--- src/rtl/sat_pkg.sv ---
// sat_pkg: shared constants and types for the SAT backtrack datapath.
//   VAR_NUM / VAR_IDX_W : variable count and index width
//   DEPTH / LEVEL_W     : decision stack depth and occupancy width
//   FREE_ADDR           : variable-table address of the free bitmap
//   decision_entry_t    : one stack entry {var_idx, value, tried}
//   bt_state_t          : backtrack FSM states
package sat_pkg;

    localparam int unsigned VAR_NUM   = 8;
    localparam int unsigned VAR_IDX_W = 3;
    localparam int unsigned DEPTH     = 8;
    localparam int unsigned LEVEL_W   = $clog2(DEPTH) + 1;
    localparam logic [1:0]  FREE_ADDR = 2'b01;

    // 'var' is a reserved word, so the variable field is var_idx.
    typedef struct packed {
        logic [VAR_IDX_W-1:0] var_idx;
        logic                 value;
        logic                 tried;
    } decision_entry_t;

    typedef enum logic [2:0] {
        ST_IDLE    = 3'd0,
        ST_CHECK   = 3'd1,
        ST_RD_FREE = 3'd2,
        ST_SET_BIT = 3'd3,
        ST_WR_FREE = 3'd4,
        ST_FLIP    = 3'd5,
        ST_DONE    = 3'd6
    } bt_state_t;

endpackage

--- src/rtl/backtrack_engine_if.sv ---
// backtrack_engine_if: variable-table request/ack port.
//   Handshake: the master raises mem_request with exactly one of
//   mem_read/mem_write, plus mem_address and (for writes) mem_wdata, and
//   holds all of them stable until the slave returns a one-cycle mem_work.
//   Read data on mem_rdata is valid only in the mem_work cycle.
//   master : backtrack_engine side    slave : variable table side
interface backtrack_engine_if;
    import sat_pkg::*;

    logic               mem_request;
    logic               mem_read;
    logic               mem_write;
    logic [1:0]         mem_address;
    logic [VAR_NUM-1:0] mem_wdata;
    logic [VAR_NUM-1:0] mem_rdata;
    logic               mem_work;

    modport master (
        output mem_request, mem_read, mem_write, mem_address, mem_wdata,
        input  mem_rdata, mem_work
    );

    modport slave (
        input  mem_request, mem_read, mem_write, mem_address, mem_wdata,
        output mem_rdata, mem_work
    );

endinterface

--- src/rtl/decision_stack.sv ---
// decision_stack: chronological LIFO of decisions.
//   i_push / i_push_entry     : write entry at top, level+1 (ignored when full)
//   i_pop                     : level-1 (ignored when empty)
//   i_modify / i_modify_entry : overwrite the current top entry
//   o_top                     : current top entry ('0 when empty)
//   o_level / o_full / o_empty: occupancy
// At most one of push/pop/modify is expected per cycle; push has priority.
module decision_stack
    import sat_pkg::*;
(
    input  logic                 clock,
    input  logic                 reset,
    input  logic                 i_push,
    input  decision_entry_t      i_push_entry,
    input  logic                 i_pop,
    input  logic                 i_modify,
    input  decision_entry_t      i_modify_entry,
    output decision_entry_t      o_top,
    output logic [LEVEL_W-1:0]   o_level,
    output logic                 o_full,
    output logic                 o_empty
);

    localparam int unsigned PTR_W = $clog2(DEPTH);

    decision_entry_t      r_mem [DEPTH];
    logic [LEVEL_W-1:0]   r_level;
    logic [PTR_W-1:0]     w_top_ptr;
    logic [PTR_W-1:0]     w_push_ptr;
    logic                 w_full;
    logic                 w_empty;

    assign w_full     = (r_level == LEVEL_W'(DEPTH));
    assign w_empty    = (r_level == '0);
    assign w_top_ptr  = PTR_W'(r_level - 1'b1);
    assign w_push_ptr = PTR_W'(r_level);

    always_ff @(posedge clock or negedge reset) begin
        if (!reset) begin
            r_level <= '0;
            for (int i = 0; i < int'(DEPTH); i++) begin
                r_mem[i] <= '0;
            end
        end else if (i_push && !w_full) begin
            r_mem[w_push_ptr] <= i_push_entry;
            r_level           <= r_level + 1'b1;
        end else if (i_pop && !w_empty) begin
            r_level <= r_level - 1'b1;
        end else if (i_modify && !w_empty) begin
            r_mem[w_top_ptr] <= i_modify_entry;
        end
    end

    assign o_top   = w_empty ? '0 : r_mem[w_top_ptr];
    assign o_level = r_level;
    assign o_full  = w_full;
    assign o_empty = w_empty;

endmodule

--- src/rtl/backtrack_engine.sv ---
// backtrack_engine: records decisions and unwinds them on a conflict.
//   clock, reset (async, active-low)
//   push_valid/push_var/push_value : decision taken (accepted in IDLE only)
//   backtrack_req                  : conflict pulse (accepted in IDLE only)
//   mem (master)                   : variable-table port, used to return
//                                    popped variables to the free bitmap
//   flip_valid/var_out/value_out   : flipped decision
//   backtrack_done, unsat, busy, overflow, level : status
//   dbg_state                      : current FSM state
// Every output is a register; control outputs are loaded from the
// next-state decision so they line up with the state they describe.
module backtrack_engine
    import sat_pkg::*;
(
    input  logic                  clock,
    input  logic                  reset,
    input  logic                  push_valid,
    input  logic [VAR_IDX_W-1:0]  push_var,
    input  logic                  push_value,
    input  logic                  backtrack_req,
    backtrack_engine_if.master    mem,
    output logic                  flip_valid,
    output logic [VAR_IDX_W-1:0]  var_out,
    output logic                  value_out,
    output logic                  backtrack_done,
    output logic                  unsat,
    output logic                  busy,
    output logic                  overflow,
    output logic [LEVEL_W-1:0]    level,
    output bt_state_t             dbg_state
);

    bt_state_t            r_state;
    bt_state_t            w_next;
    logic                 w_push;
    logic                 w_pop;
    logic                 w_modify;
    decision_entry_t      w_top;
    decision_entry_t      w_push_entry;
    decision_entry_t      w_flip_entry;
    logic                 w_full;
    logic                 w_empty;
    logic [VAR_NUM-1:0]   w_pend_mask;

    logic [VAR_IDX_W-1:0] r_pend_var;
    logic [VAR_NUM-1:0]   r_shadow;
    logic                 r_mem_request;
    logic                 r_mem_read;
    logic                 r_mem_write;
    logic [1:0]           r_mem_address;
    logic [VAR_NUM-1:0]   r_mem_wdata;
    logic                 r_flip_valid;
    logic [VAR_IDX_W-1:0] r_var_out;
    logic                 r_value_out;
    logic                 r_done;
    logic                 r_unsat;
    logic                 r_busy;
    logic                 r_overflow;

    assign w_push_entry = '{var_idx: push_var, value: push_value, tried: 1'b0};
    assign w_flip_entry = '{var_idx: w_top.var_idx, value: ~w_top.value, tried: 1'b1};
    assign w_pend_mask  = VAR_NUM'(1) << r_pend_var;

    decision_stack u_stack (
        .clock          (clock),
        .reset          (reset),
        .i_push         (w_push),
        .i_push_entry   (w_push_entry),
        .i_pop          (w_pop),
        .i_modify       (w_modify),
        .i_modify_entry (w_flip_entry),
        .o_top          (w_top),
        .o_level        (level),
        .o_full         (w_full),
        .o_empty        (w_empty)
    );

    always_ff @(posedge clock or negedge reset) begin
        if (!reset) begin
            r_state <= ST_IDLE;
        end else begin
            r_state <= w_next;
        end
    end

    always_comb begin
        w_next   = r_state;
        w_push   = 1'b0;
        w_pop    = 1'b0;
        w_modify = 1'b0;
        case (r_state)
            ST_IDLE: begin
                // A simultaneous conflict wins over the push.
                if (backtrack_req) begin
                    w_next = ST_CHECK;
                end else if (push_valid && !w_full) begin
                    w_push = 1'b1;
                end
            end
            ST_CHECK: begin
                // Once unsat, nothing is unwound any more.
                if (r_unsat || w_empty) begin
                    w_next = ST_DONE;
                end else if (!w_top.tried) begin
                    w_modify = 1'b1;
                    w_next   = ST_FLIP;
                end else begin
                    w_pop  = 1'b1;
                    w_next = ST_RD_FREE;
                end
            end
            ST_RD_FREE: if (mem.mem_work) w_next = ST_SET_BIT;
            ST_SET_BIT: w_next = ST_WR_FREE;
            ST_WR_FREE: if (mem.mem_work) w_next = ST_CHECK;
            ST_FLIP:    w_next = ST_DONE;
            ST_DONE:    w_next = ST_IDLE;
            default:    w_next = ST_IDLE;
        endcase
    end

    always_ff @(posedge clock or negedge reset) begin
        if (!reset) begin
            r_pend_var    <= '0;
            r_shadow      <= '0;
            r_mem_request <= 1'b0;
            r_mem_read    <= 1'b0;
            r_mem_write   <= 1'b0;
            r_mem_address <= 2'b00;
            r_mem_wdata   <= '0;
            r_flip_valid  <= 1'b0;
            r_var_out     <= '0;
            r_value_out   <= 1'b0;
            r_done        <= 1'b0;
            r_unsat       <= 1'b0;
            r_busy        <= 1'b0;
            r_overflow    <= 1'b0;
        end else begin
            r_mem_request <= (w_next == ST_RD_FREE) || (w_next == ST_WR_FREE);
            r_mem_read    <= (w_next == ST_RD_FREE);
            r_mem_write   <= (w_next == ST_WR_FREE);
            r_mem_address <= ((w_next == ST_RD_FREE) || (w_next == ST_WR_FREE)) ? FREE_ADDR : 2'b00;
            r_flip_valid  <= (w_next == ST_FLIP);
            r_done        <= (w_next == ST_DONE);
            r_busy        <= (w_next != ST_IDLE);

            if (push_valid && w_full) begin
                r_overflow <= 1'b1;
            end
            if ((r_state == ST_CHECK) && w_empty) begin
                r_unsat <= 1'b1;
            end
            if (w_pop) begin
                r_pend_var <= w_top.var_idx;
            end
            if (w_modify) begin
                r_var_out   <= w_flip_entry.var_idx;
                r_value_out <= w_flip_entry.value;
            end
            if ((r_state == ST_RD_FREE) && mem.mem_work) begin
                r_shadow <= mem.mem_rdata;
            end
            // Write data is loaded with the shadow update so it is
            // already correct in the first WR_FREE cycle.
            if (r_state == ST_SET_BIT) begin
                r_shadow    <= r_shadow | w_pend_mask;
                r_mem_wdata <= r_shadow | w_pend_mask;
            end
        end
    end

    assign mem.mem_request = r_mem_request;
    assign mem.mem_read    = r_mem_read;
    assign mem.mem_write   = r_mem_write;
    assign mem.mem_address = r_mem_address;
    assign mem.mem_wdata   = r_mem_wdata;
    assign flip_valid      = r_flip_valid;
    assign var_out         = r_var_out;
    assign value_out       = r_value_out;
    assign backtrack_done  = r_done;
    assign unsat           = r_unsat;
    assign busy            = r_busy;
    assign overflow        = r_overflow;
    assign dbg_state       = r_state;

endmodule

--- src/flat_wrapper.sv ---
// flat-port wrapper written by rule: the top's interface ports become plain ports
module backtrack_engine_flat import sat_pkg::*;
  (clock, reset, push_valid, push_var, push_value, backtrack_req, flip_valid, var_out, value_out, backtrack_done, unsat, busy, overflow, level, dbg_state, mem_mem_request, mem_mem_read, mem_mem_write, mem_mem_address, mem_mem_wdata, mem_mem_rdata, mem_mem_work);
  backtrack_engine_if mem_i ();
  input  logic clock;
  input  logic reset;
  input  logic push_valid;
  input  logic [VAR_IDX_W-1:0] push_var;
  input  logic push_value;
  input  logic backtrack_req;
  output logic flip_valid;
  output logic [VAR_IDX_W-1:0] var_out;
  output logic value_out;
  output logic backtrack_done;
  output logic unsat;
  output logic busy;
  output logic overflow;
  output logic [LEVEL_W-1:0] level;
  output bt_state_t dbg_state;
  output wire logic [$bits(mem_i.mem_request)-1:0] mem_mem_request;
  output wire logic [$bits(mem_i.mem_read)-1:0] mem_mem_read;
  output wire logic [$bits(mem_i.mem_write)-1:0] mem_mem_write;
  output wire logic [$bits(mem_i.mem_address)-1:0] mem_mem_address;
  output wire logic [$bits(mem_i.mem_wdata)-1:0] mem_mem_wdata;
  input wire logic [$bits(mem_i.mem_rdata)-1:0] mem_mem_rdata;
  input wire logic [$bits(mem_i.mem_work)-1:0] mem_mem_work;
  assign mem_mem_request = mem_i.mem_request;
  assign mem_mem_read = mem_i.mem_read;
  assign mem_mem_write = mem_i.mem_write;
  assign mem_mem_address = mem_i.mem_address;
  assign mem_mem_wdata = mem_i.mem_wdata;
  assign mem_i.mem_rdata = mem_mem_rdata;
  assign mem_i.mem_work = mem_mem_work;
  backtrack_engine u_core (.clock(clock), .reset(reset), .push_valid(push_valid), .push_var(push_var), .push_value(push_value), .backtrack_req(backtrack_req), .mem(mem_i), .flip_valid(flip_valid), .var_out(var_out), .value_out(value_out), .backtrack_done(backtrack_done), .unsat(unsat), .busy(busy), .overflow(overflow), .level(level), .dbg_state(dbg_state));
endmodule
--- config.mk ---
export PLATFORM = sky130hd
export DESIGN_NAME = backtrack_engine_flat
export DESIGN_NICKNAME = d
export VERILOG_FILES = /design/src/rtl/sat_pkg.sv /design/src/rtl/backtrack_engine_if.sv /design/src/rtl/decision_stack.sv /design/src/rtl/backtrack_engine.sv /design/src/flat_wrapper.sv
export SDC_FILE = /design/constraint.sdc
export NUM_CORES = 1
export LEC_CHECK = 0
export CAP_MARGIN = 30
export CORE_MARGIN = 4
export CORE_UTILIZATION = 35
export CTS_BUF_LIST = sky130_fd_sc_hd__clkbuf_4 sky130_fd_sc_hd__clkbuf_8 sky130_fd_sc_hd__clkbuf_16
export DETAILED_ROUTE_END_ITERATION = 10
export GPL_TIMING_DRIVEN = 0
export HOLD_SLACK_MARGIN = 0.08
export REMOVE_ABC_BUFFERS = 1
export SKIP_LAST_GASP = 1
export SLEW_MARGIN = 20
export SYNTH_ARGS = -nofsm -noshare
export SYNTH_HDL_FRONTEND = slang
export SYNTH_SLANG_ARGS = --single-unit
--- constraint.sdc ---
create_clock -name clock -period 3.45 [get_ports clock]
set_clock_uncertainty 0.05 [all_clocks]
set_input_delay 0.69 -clock clock [delete_from_list [all_inputs] [get_ports clock]]
set_output_delay 0.69 -clock clock [all_outputs]
set_load 0.01 [all_outputs]
== Word level (Yosys, flattened, before mapping) ==
Cells that the tools add are included.
Widths: inputs -> output; s select.

* Add/subtract/negate cells: 2
* Order comparisons: 4
* Equality and inequality tests: 11
* Shift-type cells: 1
* Multiplexer cells: 33
* Bitwise gates (word level): 4
* Reduce and logical (&&, ||, !) cells: 20

{| class="wikitable"
|+ Operator list
! cell !! number
|-
| $mux 40 || 3
|-
| $bwmux 40 || 2
|-
| $demux 5 s3 || 2
|-
| $mux 5 || 5
|-
| $pmux 3 s6 || 1
|-
| $mux 8 || 2
|-
| $bmux 5 s3 || 1
|-
| $eq 3x3->1 const B || 5
|-
| $mux 3 || 5
|-
| $mux 1 || 10
|-
| $eq 3x2->1 const B || 3
|-
| $logic_and 1x1->1 || 9
|-
| $ge 4x4->1 const B || 2
|-
| $lt 4x1->1 const B || 2
|-
| $mux 4 || 2
|-
| $not 3->4 || 2
|-
| $or 8x8->8 || 1
|-
| $shl 1x3->8 const A || 1
|-
| $reduce_bool 2->1 || 3
|-
| $add 4x1->4 const B || 1
|-
| $eq 4x4->1 const B || 1
|-
| $logic_not 4->1 || 1
|-
| $sub 4x1->4 const B || 1
|-
| $eq 3x1->1 const B || 1
|-
| other kinds (7) || 9
|}

* Register bits: 80
* Bits of input ports: 17
* Output and inout bits: 29
* Logic and storage cells: 115

== Depth between registers and ports, before layout ==
* Word-level depth: 13
* Gate-level depth with buffers: 12
* Depth with buffers taken out: 8

== Modules after synthesis ==
From an unflattened synthesis, not the netlist that was laid out.

* Cell total of the unflattened synthesis: 377
* Area, all modules: 4,264.1 µm²

{| class="wikitable"
|+ By module, submodules not included
! module !! instances !! cells an instance !! area each (µm²) !! seq. area each (µm²)
|-
| decision_stack || 1 || 230 || 2,747.6 || 1,101.1
|-
| backtrack_engine || 1 || 147 || 1,516.5 || 850.8
|}

== Worst setup path after synthesis ==
OpenSTA, ideal clock, no wires.

* Path kind: register to register
* Start point: register u_core.u_stack.r_level[0] (netlist: u_core.u_stack.o_level[0])
* End point: register u_core.u_stack.r_mem[21] in the netlist's numbering
* Setup time: 0.125 ns
* Data arrival time: 2.660 ns
* Required time: 3.275 ns
* Setup slack: 0.615 ns
* Cell stages (with the launch flop): 11
* Buffers on the path: 4
* Clock period less this slack: 2.835 ns
* Cell sequence: dfrtp_1 buf_2 inv_1 clkbuf_1 ha_1 buf_6 nor3b_4 or4_4 buf_6 nor3_2 mux2_2

* Cells in the longest elaborated chain, start to end: 12
* Elaborated cells between the ends (all ways): 44
* Classes of those cells: add/sub (1); order compare (4); eq/ne (2); mux (22); bitwise (3); reduce/logical (12)

{| class="wikitable"
|+ RTL lines
! what !! RTL line !! source
|-
| from (decl) || decision_stack.sv:27 || <nowiki>logic [LEVEL_W-1:0] r_level;</nowiki>
|-
| from (signal assigned) || decision_stack.sv:46 || <nowiki>r_level <= r_level + 1'b1;</nowiki>
|-
| from (signal assigned) || decision_stack.sv:48 || <nowiki>r_level <= r_level - 1'b1;</nowiki>
|-
| $sub 4x1->4 (*) || n/a ||
|-
| named net u_core.u_stack.w_top_ptr[0] || decision_stack.sv:28 || <nowiki>logic [PTR_W-1:0] w_top_ptr;</nowiki>
|-
| $not 3->4 (implied by the code) (*) || decision_stack.sv:50, decision_stack.sv:54 ||
|-
| $bmux 5 s3 || decision_stack.sv:54 || <nowiki>assign o_top = w_empty ? '0 : r_mem[w_top_ptr];</nowiki>
|-
| $mux 5 (implied by the code) (2 in a row) || decision_stack.sv:54 ||
|-
| $mux 5 || decision_stack.sv:54 ||
|-
| $mux 1 || backtrack_engine.sv:104 || <nowiki>end else if (!w_top.tried) begin</nowiki>
|-
| $mux 1 || backtrack_engine.sv:102 || <nowiki>if (r_unsat || w_empty) begin</nowiki>
|-
| $mux 1 || backtrack_engine.sv:91 || <nowiki>case (r_state)</nowiki>
|-
| $logic_and 1x1->1, on equally long branches || decision_stack.sv:47, decision_stack.sv:49 ||
|-
| $ne 2x2->1 (no line) or $reduce_bool 2->1 (tied branches) || n/a ||
|-
| $reduce_and 2->1 (no line) || n/a ||
|-
| to (signal, indexed assignment) || decision_stack.sv:45 || <nowiki>r_mem[w_push_ptr] <= i_push_entry;</nowiki>
|-
| to (signal, indexed assignment) || decision_stack.sv:50 || <nowiki>r_mem[w_top_ptr] <= i_modify_entry;</nowiki>
|-
| to (decl) || decision_stack.sv:26 || <nowiki>decision_entry_t r_mem [DEPTH];</nowiki>
|}

The timed path passes the listed nets; every way through them passes the cells marked *. The select of a mux whose other input is x is not followed.
A chain may end at the register's enable or synchronous reset.

== Worst setup path in the final report ==
* Start point: register u_core.u_stack.r_level[0] (netlist: u_core.u_stack.o_level[0])
* End point: register u_core.r_pend_var[1]

* Cells in the longest elaborated chain, start to end: 9
* Elaborated cells between the ends (all ways): 11
* Classes of those cells: add/sub (1); mux (7); bitwise (1); reduce/logical (2)

{| class="wikitable"
|+ RTL lines
! what !! RTL line !! source
|-
| $sub 4x1->4 || n/a ||
|-
| $not 3->4 (implied by the code) || decision_stack.sv:54 ||
|-
| $bmux 5 s3 || decision_stack.sv:54 ||
|-
| $mux 5 (implied by the code) (2 in a row) || decision_stack.sv:54 ||
|-
| $mux 5 || decision_stack.sv:54 ||
|-
| $mux 1 || backtrack_engine.sv:104 ||
|-
| $mux 1 || backtrack_engine.sv:102 ||
|-
| $mux 1 || backtrack_engine.sv:91 ||
|-
| to (signal assigned) || backtrack_engine.sv:153 || <nowiki>r_pend_var <= w_top.var_idx;</nowiki>
|-
| to (decl) || backtrack_engine.sv:45 || <nowiki>logic [VAR_IDX_W-1:0] r_pend_var;</nowiki>
|}

Several ways; a longest one is shown, not always the timed one. The select of a mux whose other input is x is not followed.

==> reports/qor.yml <==
diodes: 0
finalSetupViolations: 0
cts_tree: "done"
clockBufferDepth: 2
drv_cap: 0
synth_cell_types: 69
clock_latency_ps: 330
netlist_area_sq_um: 4050
rrSetupSlack_ps: 200
async_flop_share_pct: 100
p_total_mw: 5.14
grt_use_met2_pct: 24.8
crit_family: "simple AND/OR/NAND/NOR gates"
start_kind: "flop"
tightest_slew_ps: 843
drt_iter0_drc: 302
routedWlPerCell_um: 16.9
worstSetupPathType: "reg -> reg"
finalSetupTns_ps: 0
syn_inst: 392
max_freq_mhz: 308
finalInstanceArea_sq_um: 4950
worst_r2r_startpoint: "u_core.u_stack.o_level[0]$_DFFE_PN0P_"
crit_fanout: 22
detail_route.wirelength_um: 9620
finalCoreUtilization_pct: 43.5
synth-xor-area-share_pct: 1.73
htreeDepth: 3
endpoint_kind: "flop"
worst_hold_path_type: "in -> async"
track_usage_pct: 15.0
arrival_ps: 3410
synth_edf_count: 0
synthMuxAreaShare_pct: 11.7
p_leak_nw: 2.20
viasPerCell: 5.35
grt_pass1_vias: 3024
dpl_worst_slack_ps: -674
cts.clk_slew.worst_paths_ps: 60
synth_seq_area_share_pct: 48.2
worst_slack_ps: 200
gr-usage-met1_pct: 19.8
rows: 39
grt_pass1_wl_um: 15800
dp_cells: 551
overflow: 0
synth_seq_cells: 78
cts_sinks: 78
dp_hpwl_um: 6540
synth.top_cells.by_area: "dfrtp_1, mux2_2, nand2_1"
synth_most_common_cell: "dfrtp_1"
gp_congestion: 0.835
slew_headroom_pct: 43.4
power_per_cell_area_nw_per_um2: 1040
die_area_sq_um: 13300
ir_drop_mv: 0.496
outcome: "complete, no violations"
synth_compound_area_share_pct: 13.3
hold_buffers: 0
num_vias: 3056
grt_max_degree: 58
min_period_ps: 3250
cts-buffers-inserted: 9
synth_area_per_cell_sq_um: 10.3
crit_cells: 8
dieWidth_um: 116
rr_worst_depth: 8
use_met3_pct: 3.08
io_buffer_count: 44
fill_cells: 1102
timing.hold.ws_ps: 209
antenna_found_initial: 0
path_cells: "buf_16 > inv_1 > ha_4 > xnor2_4 > nand3_1 > and4_1 > nor2_1 > mux2_2"
fin_cells: 571
synth_top_area_share_pct: 48.2
synth-adder-area-share_pct: 0.618
yosys.area.top_type: "dfrtp_1"
finalNetCount: 443
yosys_warnings: 0
ios: 46
synth_ff_type: "dfrtp_1"
start_util_pct: 35.6
finalMaxSlewViolations: 0
synth_top_family_by_area: "simple AND/OR/NAND/NOR gates"
area_growth_pct: 22.2
fp.coreArea_sq_um: 11400
crit_buf_inv: 2
fin_crit_sh_pct: 94.2
synthSimpleGateAreaFrac_pct: 19.2
placed_area_sq_um: 4560
r2r_end: "u_core.r_pend_var[1]$_DFFE_PN0N_"
crit_required_ps: 3610
ys_top_cells_by_count: "dfrtp_1, nand2_1, mux2_2"
crit_slowest_cell: "dfrtp_2"
root_buffer: "clkbuf_16"
hold_violations: 0
post-route-drc-count: 0
max_stage_delay_ps: 570
die_h_um: 116
rsz0062_at_grt: "false"
detail-route-antenna-nets: 0
top_usage_layer: "met2"
dr.pass1.iters: 4
drive_gt1_share_pct: 18.2
==> flip-flops by register name, summed over array words and instances, names as in the netlist, 3 cells and up <==
register,flops
u_core.dbg_state,3
u_core.mem.mem_wdata,8
u_core.r_pend_var,3
u_core.r_shadow,8
u_core.u_stack.o_level,4
u_core.u_stack.r_mem,40
u_core.var_out,3
==> cells by family (layout without fill, tap and decap cells) <==
kind of cell | after synthesis | after routing
AND/OR/NAND/NOR | 145 | 145
flip-flops | 78 | 78
AO/OA/AOI/OAI | 74 | 74
buffers and inverters | 44 | 80
multiplexers | 43 | 43
XOR/XNOR | 5 | 5
adder cells (fa/ha/maj) | 2 | 2
other | 1 | 1
==> layout make-up <==
class / instances / area [sq um] / share of cell area (%)
clock buffer: 12 / 254 / 5.14
clock inverter: 3 / 43.8 / 0.885
inverter: 14 / 52.6 / 1.06
sequential: 78 / 1950 / 39.5
multi-input combinational: 270 / 1920 / 38.8
tap: 143 / 179 / 3.62
timing repair buffer: 51 / 543 / 11.0
==> per-layer routing <==
layer  part of all wire [%]  vias up
met1                     47     1522
met5                      0        -
li1                       -     1464
met2                     48       64
met4                   0.95        0
met3                    4.2        6
==> cells in the final DEF (no fill, tap or decap), types with 4 or more instances in the layout <==
cell	n
o22a_1	8
a21o_1	6
inv_1	13
buf_4	5
clkbuf_16	9
a21oi_1	11
dfrtp_1	77
o21ai_0	15
nand3_1	18
mux2_2	33
nor2_1	32
mux2i_1	9
nor3_1	10
clkdlybuf4s50_1	43
o211ai_1	4
nand2_1	40
nor2b_1	4
and3_1	9
a31oi_1	7
==> timing repair <==
| item | in CTS | in global routing |
|---|---|---|
| endpoints found under the setup margin | 36 | 14 |
| gates resized for setup | 4 | 1 |
| buffers inserted | 0 | 5 |
==> report_power, final <==
part / internal, mW / total (mW) / switching (mW) / leakage (nW)
Sequential: 1.28 / 1.63 / 0.351 / 0.966
Combinational: 1.17 / 2.55 / 1.38 / 1.08
Clock: 0.594 / 0.957 / 0.364 / 0.150
==> how the worst max path moves through the flow <==
stage,from,slack (ps),endpoint
3_3_place_gp,u_core.u_stack.o_level[0]$_DFFE_PN0P_,-1300,u_core.u_stack.r_mem[21]$_DFFE_PN0P_
6_report,u_core.u_stack.o_level[0]$_DFFE_PN0P_,200,u_core.r_pend_var[1]$_DFFE_PN0N_
2_1_floorplan,u_core.u_stack.o_level[0]$_DFFE_PN0P_,-50,u_core.u_stack.r_mem[11]$_DFFE_PN0P_
3_5_place_dp,u_core.u_stack.o_level[0]$_DFFE_PN0P_,-670,u_core.u_stack.r_mem[21]$_DFFE_PN0P_
4_1_cts,u_core.u_stack.o_level[0]$_DFFE_PN0P_,80,u_core.u_stack.r_mem[21]$_DFFE_PN0P_
5_1_grt,u_core.u_stack.o_level[0]$_DFFE_PN0P_,30,u_core.r_pend_var[0]$_DFFE_PN0N_
No activity file was read; power rests on OpenSTA's default activity.
